### src/rtl/dac_output_sched.sv
`default_nettype none
// ============================================================================
//  Module      : dac_output_sched
//  Description : Routes one of four free-running modulator sample buses to a
//                pair of DAC channels. Generates the DAC sample clocks and
//                write strobes from a free-running phase counter. Inserts a
//                midscale mute of MUTE_CYC sample periods on every source
//                switch, so that the analog output never jumps directly
//                between two waveforms.
//
//  Ports       : clk            - sole clock, rising edge
//                rst            - synchronous active-high reset
//                src0..src3     - 14-bit sample buses (2ASK, QPSK, cos_1M, cos_500K)
//                sel_req        - requested source index for channel 1
//                sel_load       - one-cycle strobe requesting a switch to sel_req
//                da1data/da2data- registered DAC codes
//                da1_clk/da2_clk- DAC sample clocks
//                da1_wrt/da2_wrt- DAC write strobes (same waveform as clocks)
//                active_sel     - source index currently routed to channel 1
//                busy           - switch pending or mute in progress
//
//  Revision    : 1.0 - initial release
// ============================================================================
module dac_output_sched #(
    parameter int          DIV      = 4,
    parameter int          MUTE_CYC = 16,
    parameter logic [13:0] MIDSCALE = 14'h2000
) (
    input  logic        clk,
    input  logic        rst,
    input  logic [13:0] src0,
    input  logic [13:0] src1,
    input  logic [13:0] src2,
    input  logic [13:0] src3,
    input  logic [1:0]  sel_req,
    input  logic        sel_load,
    output logic [13:0] da1data,
    output logic [13:0] da2data,
    output logic        da1_clk,
    output logic        da2_clk,
    output logic        da1_wrt,
    output logic        da2_wrt,
    output logic [1:0]  active_sel,
    output logic        busy
);

    localparam int CNT_W  = (DIV > 2) ? $clog2(DIV) : 1;
    localparam int MUTE_W = (MUTE_CYC > 1) ? $clog2(MUTE_CYC) : 1;

    localparam logic [CNT_W-1:0]  C_CNT_LAST  = CNT_W'(DIV - 1);
    localparam logic [CNT_W-1:0]  C_CNT_HALF  = CNT_W'(DIV / 2);
    localparam logic [MUTE_W-1:0] C_MUTE_LAST = MUTE_W'(MUTE_CYC - 1);

    typedef enum logic [0:0] {
        ST_MUTE = 1'b0,
        ST_RUN  = 1'b1
    } state_t;

    state_t             r_state;
    logic [CNT_W-1:0]   r_cnt;
    logic [MUTE_W-1:0]  r_mute_cnt;
    logic [1:0]         r_pending;
    logic [1:0]         r_active_sel;
    logic               r_switch;      // switch requested in RUN, waiting for the tick
    logic               r_busy;
    logic               r_da_clk;
    logic [13:0]        r_da1data;
    logic [13:0]        r_da2data;

    logic               w_tick;
    logic [CNT_W-1:0]   w_cnt_next;
    logic               w_run_sw;
    logic [13:0]        w_src [4];

    assign w_src[0] = src0;
    assign w_src[1] = src1;
    assign w_src[2] = src2;
    assign w_src[3] = src3;

    assign w_tick     = (r_cnt == C_CNT_LAST);
    assign w_cnt_next = w_tick ? '0 : r_cnt + 1'b1;

    // A fresh strobe replaces any earlier request: a differing index arms the
    // switch, the current index cancels it.
    always_comb begin
        w_run_sw = r_switch;
        if (sel_load) begin
            w_run_sw = (sel_req != r_active_sel);
        end
    end

    always_ff @(posedge clk) begin
        if (rst) begin
            r_state      <= ST_MUTE;
            r_cnt        <= '0;
            r_mute_cnt   <= '0;
            r_pending    <= 2'd0;
            r_active_sel <= 2'd0;
            r_switch     <= 1'b0;
            r_busy       <= 1'b1;
            r_da_clk     <= 1'b0;
            r_da1data    <= MIDSCALE;
            r_da2data    <= MIDSCALE;
        end else begin
            // Strobe timing is independent of the state machine. The clock
            // register is computed from the next count so it lines up with cnt.
            r_cnt    <= w_cnt_next;
            r_da_clk <= (w_cnt_next >= C_CNT_HALF);

            case (r_state)
                ST_RUN: begin
                    if (sel_load) begin
                        r_pending <= sel_req;
                    end
                    if (w_tick) begin
                        // The sample for the period starting now is still a
                        // live one; the mute begins with the following tick.
                        r_da1data <= w_src[r_active_sel];
                        r_da2data <= w_src[r_active_sel ^ 2'b01];
                        if (w_run_sw) begin
                            r_state    <= ST_MUTE;
                            r_mute_cnt <= '0;
                        end
                        r_switch <= 1'b0;
                        r_busy   <= w_run_sw;
                    end else begin
                        r_switch <= w_run_sw;
                        r_busy   <= w_run_sw;
                    end
                end

                default: begin  // ST_MUTE
                    if (sel_load) begin
                        r_pending <= sel_req;
                    end
                    r_busy <= 1'b1;
                    if (w_tick) begin
                        r_da1data <= MIDSCALE;
                        r_da2data <= MIDSCALE;
                        if (r_mute_cnt == C_MUTE_LAST) begin
                            r_mute_cnt <= '0;
                            // A strobe landing on the final tick restarts a
                            // full mute for the newly requested source.
                            if (!sel_load) begin
                                r_active_sel <= r_pending;
                                r_state      <= ST_RUN;
                                r_busy       <= 1'b0;
                            end
                        end else begin
                            r_mute_cnt <= r_mute_cnt + 1'b1;
                        end
                    end
                end
            endcase
        end
    end

    assign da1data    = r_da1data;
    assign da2data    = r_da2data;
    assign da1_clk    = r_da_clk;
    assign da2_clk    = r_da_clk;
    assign da1_wrt    = r_da_clk;
    assign da2_wrt    = r_da_clk;
    assign active_sel = r_active_sel;
    assign busy       = r_busy;

endmodule
`default_nettype wire

### config.mk
export PLATFORM = sky130hd
export DESIGN_NAME = dac_output_sched
export DESIGN_NICKNAME = d
export VERILOG_FILES = /design/src/rtl/dac_output_sched.sv
export SDC_FILE = /design/constraint.sdc
export NUM_CORES = 1
export LEC_CHECK = 0
export BUFFER_PORTS_ARGS = -buffer_cell sky130_fd_sc_hd__buf_2
export CAP_MARGIN = 20
export CORE_MARGIN = 2
export CORE_UTILIZATION = 52
export CTS_BUF_LIST = sky130_fd_sc_hd__clkbuf_2 sky130_fd_sc_hd__clkbuf_4 sky130_fd_sc_hd__clkbuf_8
export DETAILED_ROUTE_END_ITERATION = 12
export PLACE_DENSITY_LB_ADDON = 0.25
export SYNTH_ARGS = -nofsm -noshare
export SYNTH_HDL_FRONTEND = slang
export SYNTH_SLANG_ARGS = --single-unit
### constraint.sdc
create_clock -name clk -period 4.69 [get_ports clk]
set_clock_uncertainty 0.2 [all_clocks]
set_input_delay 0.938 -clock clk [delete_from_list [all_inputs] [get_ports clk]]
set_output_delay 0.938 -clock clk [all_outputs]
set_load 0.01 [all_outputs]
# Word-level counts from Yosys, hierarchy flattened
# Cells that the tools add are included.
[totals]
wordCells = 55
regBits = 42
output_inout_bits = 35
in_bits = 61
[op_classes]
bitwise = 5
n_mux = 29
n_eq_ne = 4
order_cmp = 3
addsub = 2
n_reduce_logical = 2
[ops]
columns = ["operator", "count"]
rows = [
  ["$mux W14", 9],
  ["$bmux W14 S2", 2],
  ["$mux W4", 5],
  ["$mux W1", 12],
  ["$ge A3 B3 Y1 const B", 2],
  ["$not A2 Y3", 2],
  ["$add A4 B1 Y4 const B", 1],
  ["$eq A4 B4 Y1 const B", 1],
  ["$reduce_and A4 Y1", 1],
  ["$not A1 Y1", 3],
  ["$add A2 B1 Y2 const B", 1],
  ["$eq A2 B2 Y1 const B", 1],
  ["$ge A2 B2 Y1 const B", 1],
  ["$mux W2", 1],
  ["$ne A2 B1 Y1 const B", 1],
  ["$ne A2 B2 Y1", 1],
  ["$reduce_and A2 Y1", 1],
]

# Longest topological paths before layout
# Gate-level depths: netlist of run 1.
[depth]
depth_word = 7
ltp_mapped = 6
ltp_nobuf = 5

# Worst setup path before layout of run 1
# OpenSTA, ideal clock, no wires.
[synth_path]
path_type = "input to register"
from = "input sel_load"
to = "register r_switch"
stages = 4
setup_slack_ns = 2.568
arrival_time_ns = 1.851
n_path_buf = 1
path_cell_list = "clkbuf_1 > nor3b_1 > or4b_1 > a21oi_1"
[synth_via]
elab_chain_len = 2
[synth_lines]
columns = ["element", "line_no", "source"]
rows = [
  ["from (decl)", "36", "input logic sel_load,"],
  ["$mux W1", "87", "if (sel_load) begin"],
  ["$mux W1", "115", "if (w_tick) begin"],
  ["to (signal assigned)", "127", "r_switch <= w_run_sw;"],
  ["to (decl)", "64", "logic r_switch;"],
]
# Every way passes these cells.
# A chain may end at the register's enable or synchronous reset.

# Final worst setup path of run 1
[layout_path]
from = "register r_active_sel[0] (netlist: active_sel[0])"
to = "output active_sel[0]"
[layout_rtl]
columns = ["element", "line_no", "source"]
rows = [
  ["from (decl)", "63", "logic [1:0] r_active_sel;"],
  ["from (signal assigned)", "145", "r_active_sel <= r_pending;"],
  ["to (decl)", "43", "output logic [1:0] active_sel,"],
]
# No word-level cell between the ends.

==> run metrics, run 1 <==
Buf/Inv on CP=1; die area=0.00444 mm^2; WL/cell=12.9 um; net load switching power=155 uW; outcome=complete, no violations; Die Width=66.6 um; H-tree Lvls=2; Unique masters post-synth=28; Reg2Reg Depth=4; most area-consuming cells after synthesis=dfxtp_1 (40%), o21ai_0 (12%), mux2i_1 (8.3%); # IOs=96; Core Area=0.00372 mm^2; post-synthesis mux area share=17.7%; drt first-iter violations=72; crit-path max cell delay=0.92 ns; unrepaired setup endpoints after global routing=no; Worst slew margin=33.1%; drt pass-1 iters=4; combinational power share=10.2%; final setup fails=0; Sw Ratio=21.4%; share of post-route cells with drive strength above 1=37.4%; Clk Latency, worst-skew pair=0.29 ns; Die H=66.6 um; cell area power density=278 mW/mm^2; Clock Path Buffers=2; Tmin final=2.61 ns; area of the multi-input gates=0.00112 mm^2; Leakage=0.00115 uW; CTS tree=built; mapped cell area=0.00204 mm^2; maximum clock frequency=383 MHz; Clk network pwr share=40.6%; DP HPWL=3700 um; worst hold stages=1; CP Class=reg -> out; worst hold path startpoint=r_cnt[0]; DR DRC count=0; R2R setup slack=2.42 ns; Starting Density=54.9%; Simple-Gate Fraction of Synth Area=15.8%; Flop pwr share=49.2%; DR vias=1968; R2R Path End=da2data[1]; reg-to-reg critical path startpoint=active_sel[1]; final hold violations=0; Cells after Synth=247; vias in the first global route=1693; Final nets=391; area share of the largest cell type after synthesis=40.2%; P&R area growth vs syn=27.8%; WHS=0.226 ns; CP startpoint kind=flip-flop; CTS clk-pin slew, worst paths=0.07 ns; fin crit share=55.7%; crit path DAT=1.47 ns; Critical Path Fanout Max=57; drt via density=5.22; sequential fraction of the synthesis area=40.2%; first-pass GRT wire length=7580 um; grt total ovfl=0; Synth Area in Compound Gates=19.0%; Slowest cell on crit path=dfxtp_2; Worst-Margin Slew=1.00 ns; Synth Area in XOR/XNOR=0.859%; Antenna diodes=0; Cell Chain, Critical Path=buf_2; PortBufs=95; Placer Congestion=0.791; Yosys warning count=0; clock sinks=41; WP data required=3.55 ns; row count=22; worst hold endpoint=r_cnt[0]; internal power=570 uW; VDD IR max=0.000203 V; initial antenna violation count=0; FILL cells=343; cts hold-fix bufs=0; post-route ant nets=0; Total Neg Setup Slack=0 ns; Final Max Slew Viols=0; gr usage total=22.7%; Mean Syn Cell Area=8.26 um^2; main combinational cell family by area after synthesis=compound AO/OA/AOI/OAI gates; syn_nets=310; cell family with most CP delay=flip-flops; CP endpoint kind=output pin; CTS Root Cell=clkbuf_8; synthesis-stage register bit count=41; post-CTS setup buffers=0; CTS buffer count=5; worst hold path class=reg -> reg; register area=822 um^2; pin count of the biggest net entering global routing=58; Post-Synth Adder-Cell Area=1.23%; post-CTS resize count=0; maxcap violations=0; Synth area leader=dfxtp_1; total wire length=4850 um
logic make-up (layout without fill, tap and decap cells):
logic type      Yosys count  after routing
fa+ha+maj                 2              2
flops                    41             41
buf+inv                  23            105
xor+xnor                  2              2
simple gates             74             74
compound gates           73             73
mux                      32             32
metal layers:
| layer | track usage (%) | vias up | wire [um] |
|---|---|---|---|
| met2 | 39.6 | 68 | 2420 |
| met1 | 26.6 | 881 | 1990 |
| li1 | - | 1014 | - |
| met3 | 7.60 | 5 | 391 |
| met4 | 6.12 | 0 | 49 |
| met5 | 0 | - | 0 |
power by group through the flow:
stage	logic, uW	registers (uW)	clock network (uW)
finish	74.0	356	295
global route	83.2	357	312
CTS	74.5	357	299
detailed placement	74.4	365	0
global placement	73.2	364	0
floorplan	42.9	365	0
Yosys cell counts (all sizes together):
library cell,n
a21bo,1
a21o,3
a21oi,20
buf,8
clkbuf,14
dfxtp,41
ha,2
inv,1
mux2,13
mux2i,17
mux4,2
nand2,40
nand2b,3
nand3,2
nand3b,2
nand4b,1
nor2,19
nor2b,1
nor3,2
nor3b,1
o21ai,47
o32a,2
or3,1
or3b,1
or4b,1
xor2,2
worst max-delay path by stage:
stage          slack [ns]             to  depth (start not counted)           from
6_report             2.08  active_sel[0]                          1  active_sel[0]
5_1_grt              1.96  active_sel[0]                          1  active_sel[0]
4_1_cts              2.08  active_sel[0]                          1  active_sel[0]
3_5_place_dp         2.07     da1data[2]                          3            rst
3_3_place_gp         2.08    da1data[13]                          3            rst
2_1_floorplan        2.57       r_switch                          4       sel_load
registers in the layout, indices dropped and copies added, names as in the netlist:
register    flops
active_sel      2
da1data        14
da2data        14
busy            1
r_mute_cnt      4
r_cnt           2
r_switch        1
r_state         1
r_pending       2
per-stage QoR:
step	power, uW	cell area [um^2]	cells	setup WS [ns]	utilization (%)
after detailed placement	439	2490	369	2.07	66.9
final	725	2610	377	2.08	70.1
after CTS	730	2610	377	2.08	70.1
after global routing	753	2610	377	1.96	70.1
after global placement	438	2490	369	2.08	66.9
after floorplan	408	2040	247	2.57	-
cell usage in the layout, fill, tap and decap left out, drive strengths merged:
| cell type | instances |
|---|---|
| nor3b | 1 |
| a21bo | 1 |
| nor3 | 2 |
| a21oi | 20 |
| clkbuf | 7 |
| ha | 2 |
| or4b | 1 |
| nor2b | 1 |
| nand2b | 3 |
| or3b | 1 |
| nor2 | 19 |
| inv | 1 |
| nand3 | 2 |
| mux4 | 2 |
| o32a | 2 |
| dfxtp | 41 |
| nand3b | 2 |
| o21ai | 47 |
| bufinv | 1 |
| mux2 | 13 |
| nand4b | 1 |
| buf | 96 |
| xor2 | 2 |
| nand2 | 40 |
| mux2i | 17 |
| a21o | 3 |
| or3 | 1 |
layout make-up:
cell class	count	area share [%]
Clock inverter	1	1.15
Inverter	1	0.144
Sequential cell	41	31.5
Multi-Input combinational cell	183	42.9
Tap cell	48	2.30
Timing Repair Buffer	96	18.5
Clock buffer	7	3.46
(Power assumes the default switching activity.)
==> inputs of run 2 (changes only) <==
--- a/config.mk
+++ b/config.mk
@@ -8,7 +8,7 @@
 export BUFFER_PORTS_ARGS = -buffer_cell sky130_fd_sc_hd__buf_2
 export CAP_MARGIN = 20
 export CORE_MARGIN = 2
-export CORE_UTILIZATION = 52
+export CORE_UTILIZATION = 43
 export CTS_BUF_LIST = sky130_fd_sc_hd__clkbuf_2 sky130_fd_sc_hd__clkbuf_4 sky130_fd_sc_hd__clkbuf_8
 export DETAILED_ROUTE_END_ITERATION = 12
 export PLACE_DENSITY_LB_ADDON = 0.25
==> constraint.sdc (replaced) <==
create_clock -name clk -period 2.4 [get_ports clk]
set_clock_uncertainty 0.2 [all_clocks]
set_input_delay 0.48 -clock clk [delete_from_list [all_inputs] [get_ports clk]]
set_output_delay 0.48 -clock clk [all_outputs]
set_load 0.01 [all_outputs]
==> run 2 against run 1 <==
  * Via count up 0.46%
  * Sequential share of layout area shrank 0.74 points
  * Hold slack hardly changed
  * Global-route usage down 2.4 points
  * Critical endpoint is now active_sel[1]
  * Die area rose by 20%
  * Cell area rose by 2.5%
  * Utilization is 13 points lower
  * Clock power increased by 94%
  * Worst setup slack got worse by 1.7 ns
  * Final cell count up 3.2%
  * Sequential cell count is the same
==> run metrics, run 2 (same netlist as run 1, synthesis figures left out) <==
outcome=complete, no violations; CP Class=reg -> out; unrepaired setup endpoints after global routing=no; R2R Path End=active_sel[0]; Die Width=72.9 um (+9.4%); clock sinks=41 (unchanged); Placer Congestion=0.859 (+8.6%); Total Neg Setup Slack=0 ns (unchanged); DR vias=1977 (+0.46%); post-route ant nets=0 (unchanged); most common cell after layout, fill and taps aside=buf_2; DR DRC count=0 (unchanged); CP startpoint kind=flip-flop; drt via density=5.08 (-2.6%); DP HPWL=3870 um (+4.6%); Worst slew margin=70.6% (+37 points); Final nets=397 (+1.5%); share of post-route cells with drive strength above 1=38.8% (+1.4 points); initial antenna violation count=0 (unchanged); crit path DAT=1.30 ns (-0.17 ns); row count=25 (+14%); total wire length=5040 um (+3.9%); Clock Path Buffers=2 (unchanged); non-filler cells, final=389 (+3.2%); worst hold endpoint=r_cnt[0]; dpl cells=381 (+3.3%); VDD IR max=0.000307 V (+51%); CTS Root Cell=clkbuf_8; Worst-Margin Slew=0.438 ns (-0.564 ns); Leakage=0.00118 uW (+2.6%); drt first-iter violations=79 (+9.7%); worst hold stages=1 (unchanged); die area=0.00531 mm^2 (+20%); fin crit share=82.4%; grt total ovfl=0 (unchanged); Clk Latency, worst-skew pair=0.29 ns (about the same); Starting Density=43.8% (-11 points); final hold violations=0 (unchanged); Antenna diodes=0 (unchanged); CP endpoint kind=output pin; worst hold path startpoint=r_cnt[0]; reg-to-reg critical path startpoint=r_cnt[1]; # IOs=96 (unchanged); Reg2Reg Depth=5 (+1); P&R area growth vs syn=31.0%; Core Area=0.00466 mm^2 (+25%); post-CTS resize count=0 (unchanged); Critical Path Fanout Max=17 (-70%); final setup fails=0 (unchanged); worst hold path class=reg -> reg; Die H=72.9 um (+9.4%); post-CTS setup buffers=0 (unchanged); CTS clk-pin slew, worst paths=0.07 ns (about the same); commonest cells after routing, fill and taps aside=buf_2 (95), o21ai_0 (47), nand2_1 (40), dfxtp_1 (39), a21oi_1 (20); Tot Pwr=1420 uW (+96%); WP data required=1.72 ns (-1.83 ns); drt pass-1 iters=4 (unchanged); WL/cell=13.0 um (+0.71%); vias in the first global route=1793 (+5.9%); Tmin final=1.98 ns; first-pass GRT wire length=8250 um (+8.8%); maximum clock frequency=506 MHz; gr usage total=20.3% (-2.4 points); cts hold-fix bufs=0 (unchanged); Final Max Slew Viols=0 (unchanged); CTS buffer count=5 (unchanged); maxcap violations=0 (unchanged); CTS tree=built; FILL cells=437 (+27%); cell area power density=531 mW/mm^2 (+91%); PortBufs=95 (unchanged); R2R setup slack=0.54 ns (-1.88 ns); pin count of the biggest net entering global routing=57 (-1.7%); H-tree Lvls=2 (unchanged)
-- run 2: per-stage QoR --
stage               util, %  worst slack (ns)  cell area [um^2]  hold slack [ns]
finish                 57.3             0.422              2670            0.226
global route           57.3             0.348              2670            0.253
CTS                    57.3             0.409              2670            0.230
detailed placement     54.8             0.536              2550            0.220
global placement       54.8             0.583              2550            0.209
floorplan                 -             0.642              2040            0.202
-- run 2: area by class of cell --
class | count | area [um^2] | share of cell area [%]
inverter | 1 | 3.75 | 0.140
sequential | 41 | 823 | 30.8
timing repair buffer | 102 | 541 | 20.2
multi-input combinational | 183 | 1120 | 41.8
clock buffer | 6 | 82.6 | 3.09
tap | 54 | 67.6 | 2.53
clock inverter | 2 | 37.5 | 1.40
-- run 2: power breakdown --
group	total (uW)	internal (uW)	switching [uW]
Sequential	697	689	7.68
Combinational	149	76.3	73.2
Clock	573	338	235
-- run 2: critical path, stage by stage (launching register included) --
cell and delay [ns]:
dfxtp_2 0.58, buf_4 0.27, buf_2 0.16
-- run 2: worst max path at each step --
stage | from | to | slack, ns
floorplan | r_cnt[1] | da1data[0] | 0.64
global placement | r_cnt[1] | active_sel[0] | 0.58
detailed placement | r_cnt[1] | active_sel[0] | 0.54
CTS | active_sel[1] | active_sel[1] | 0.41
global route | active_sel[1] | active_sel[1] | 0.35
finish | active_sel[1] | active_sel[1] | 0.42
-- run 2: metal layers --
metal / share of wire (%) / GRT usage (%) / wire length, um / vias up
li1: - / - / - / 1027
met1: 45 / 26.5 / 2270 / 863
met2: 46 / 31.4 / 2320 / 78
met3: 6.7 / 5.25 / 338 / 9
met4: 2.3 / 9.67 / 114 / 0
met5: 0 / 0 / 0 / -
==> inputs of run 3 (changes only) <==
--- a/config.mk
+++ b/config.mk
@@ -8,7 +8,7 @@
 export BUFFER_PORTS_ARGS = -buffer_cell sky130_fd_sc_hd__buf_2
 export CAP_MARGIN = 20
 export CORE_MARGIN = 2
-export CORE_UTILIZATION = 43
+export CORE_UTILIZATION = 48
 export CTS_BUF_LIST = sky130_fd_sc_hd__clkbuf_2 sky130_fd_sc_hd__clkbuf_4 sky130_fd_sc_hd__clkbuf_8
 export DETAILED_ROUTE_END_ITERATION = 12
 export PLACE_DENSITY_LB_ADDON = 0.25
==> constraint.sdc (replaced) <==
create_clock -name clk -period 1.9 [get_ports clk]
set_clock_uncertainty 0.2 [all_clocks]
set_input_delay 0.38 -clock clk [delete_from_list [all_inputs] [get_ports clk]]
set_output_delay 0.38 -clock clk [all_outputs]
set_load 0.01 [all_outputs]
==> run 3 against run 2 <==
  * Routed wire length is 2.3% lower
  * Die area is 9.9% lower
  * Register-to-register slack worse by 0.33 ns
  * Largest power group unchanged
  * Highest routed layer unchanged
==> run metrics, run 3 (same netlist as run 1, synthesis figures left out) <==
final setup fails=0 (unchanged); H-tree Lvls=2 (unchanged); drt pass-1 iters=4 (unchanged); CTS clk-pin slew, worst paths=0.08 ns (about the same); crit path DAT=1.67 ns (+0.37 ns); DR DRC count=0 (unchanged); CTS Root Cell=clkbuf_8; initial antenna violation count=0 (unchanged); outcome=complete, no violations; WL/cell=12.8 um (-1.3%); Antenna diodes=0 (unchanged); CTS buffer count=5 (unchanged); grt total ovfl=0 (unchanged); PortBufs=95 (unchanged); # IOs=96 (unchanged); dpl cells=378 (-0.79%); vias in the first global route=1788 (-0.28%); die area=0.00479 mm^2 (-9.9%); drt first-iter violations=144 (+82%); Worst slew margin=69.2% (-1.4 points); CP Class=reg -> reg; Leakage=0.00117 uW (about the same); CP startpoint kind=flip-flop; Die Width=69.2 um (-5.1%); VDD IR max=0.000419 V (+37%); total wire length=4930 um (-2.3%); FILL cells=362 (-17%); P&R area growth vs syn=30.2%; non-filler cells, final=385 (-1.0%); pin count of the biggest net entering global routing=34 (-40%); Clock Path Buffers=2 (unchanged); clock sinks=41 (unchanged); R2R Path End=active_sel[1]; maximum clock frequency=591 MHz; Core Area=0.00406 mm^2 (-13%); share of post-route cells with drive strength above 1=38.5% (-0.30 points); DR WL met2=2430 um (+4.8%); wl on met1=2120 um (-6.7%); most common cell after layout, fill and taps aside=buf_2; Final Max Slew Viols=0 (unchanged); CTS tree=built; final hold violations=0 (unchanged); max layer used=met4; Die H=69.2 um (-5.1%); reg-to-reg critical path startpoint=r_mute_cnt[0]; cell area power density=623 mW/mm^2 (+17%); post-route ant nets=0 (unchanged); Final Instance Area=0.00266 mm^2 (-0.61%); Total Neg Setup Slack=0 ns (unchanged); placed cell area=0.00257 mm^2 (+0.54%); CP endpoint kind=flip-flop; maxcap violations=0 (unchanged); DR vias=1979 (+0.10%); fin crit share=89.1%; routed wl met3=351 um (+3.8%); Starting Density=50.3% (+6.5 points); Tot Pwr=1650 uW (+17%); post-CTS resize count=0 (unchanged); Worst Setup EP=active_sel[1]; first-pass GRT wire length=8050 um (-2.4%); unrepaired setup endpoints after global routing=no; post-CTS setup buffers=0 (unchanged); drt via density=5.14 (+1.1%); DP HPWL=3810 um (-1.5%); gr usage total=20.6% (+0.27 points); Clk Latency, worst-skew pair=0.28 ns (about the same); row count=23 (-8.0%); Tmin final=1.69 ns; Reg2Reg Depth=5 (unchanged); commonest cells after routing, fill and taps aside=buf_2 (95), o21ai_0 (47), nand2_1 (40), dfxtp_1 (40), a21oi_1 (20); WP data required=1.88 ns (+0.16 ns); Critical Path Fanout Max=5 (-12); Placer Congestion=0.866 (+0.83%); cts hold-fix bufs=0 (unchanged); Worst-Margin Slew=0.459 ns (+0.0211 ns); R2R setup slack=0.21 ns (-0.33 ns); worst hold stages=2 (+1); Final nets=398 (+0.25%); crit path launch=r_mute_cnt[0]; worst hold path class=in -> reg
run 3: cell types whose count changed in the layout (fill, tap and decap cells not counted):
cell | previous run | this run
buf_12 | 1 | 2
bufinv_16 | 1 | 0
clkbuf_4 | 0 | 1
clkinvlp_4 | 1 | 0
dfxtp_1 | 39 | 40
dfxtp_2 | 2 | 1
run 3: stage by stage:
stage / worst slack [ns] / hold WS (ns) / util (%)
after floorplan: 0.142 / 0.202 / -
after global placement: 0.241 / 0.213 / 63.2
after detailed placement: 0.216 / 0.219 / 63.2
after CTS: 0.208 / 0.124 / 65.5
after global routing: 0.110 / 0.140 / 65.5
final: 0.207 / 0.133 / 65.5
run 3: per-layer routing:
layer / up-vias / global-route usage [%]
met5: - / 0
met4: 0 / 4.79
met3: 4 / 6.25
met2: 77 / 36.0
met1: 866 / 24.7
li1: 1032 / -
run 3: how the worst min path moves through the flow:
stage                     startpoint  slack, ns        to
after CTS                        rst       0.12  r_cnt[1]
final                            rst       0.13  r_cnt[1]
after global placement      r_cnt[0]       0.21  r_cnt[0]
after detailed placement    r_cnt[0]       0.22  r_cnt[0]
after global routing             rst       0.14  r_cnt[1]
after floorplan             r_cnt[0]       0.20  r_cnt[0]
run 3: final cells by class:
type | instances | area [um^2] | area share [%]
multi-input cells | 183 | 1120 | 42.1
flip-flops and latches | 41 | 822 | 30.9
repair buffers | 103 | 561 | 21.1
clock buffers | 7 | 90.1 | 3.39
well taps | 50 | 62.6 | 2.36
inverters | 1 | 3.75 | 0.141
run 3: power by group:
part           total, uW  leakage (uW)  switching [uW]  internal, uW
Combinational        197      0.000795            93.0           104
Clock                576     0.0000477             274           302
Sequential           881      0.000332            11.1           870
run 3: critical path, cell delays in order, from the launching register on:
cell and delay [ns]:
dfxtp_1 0.39, ha_1 0.22, nand3_1 0.10, or3_1 0.44, mux2i_1 0.19, nor2_1 0.05
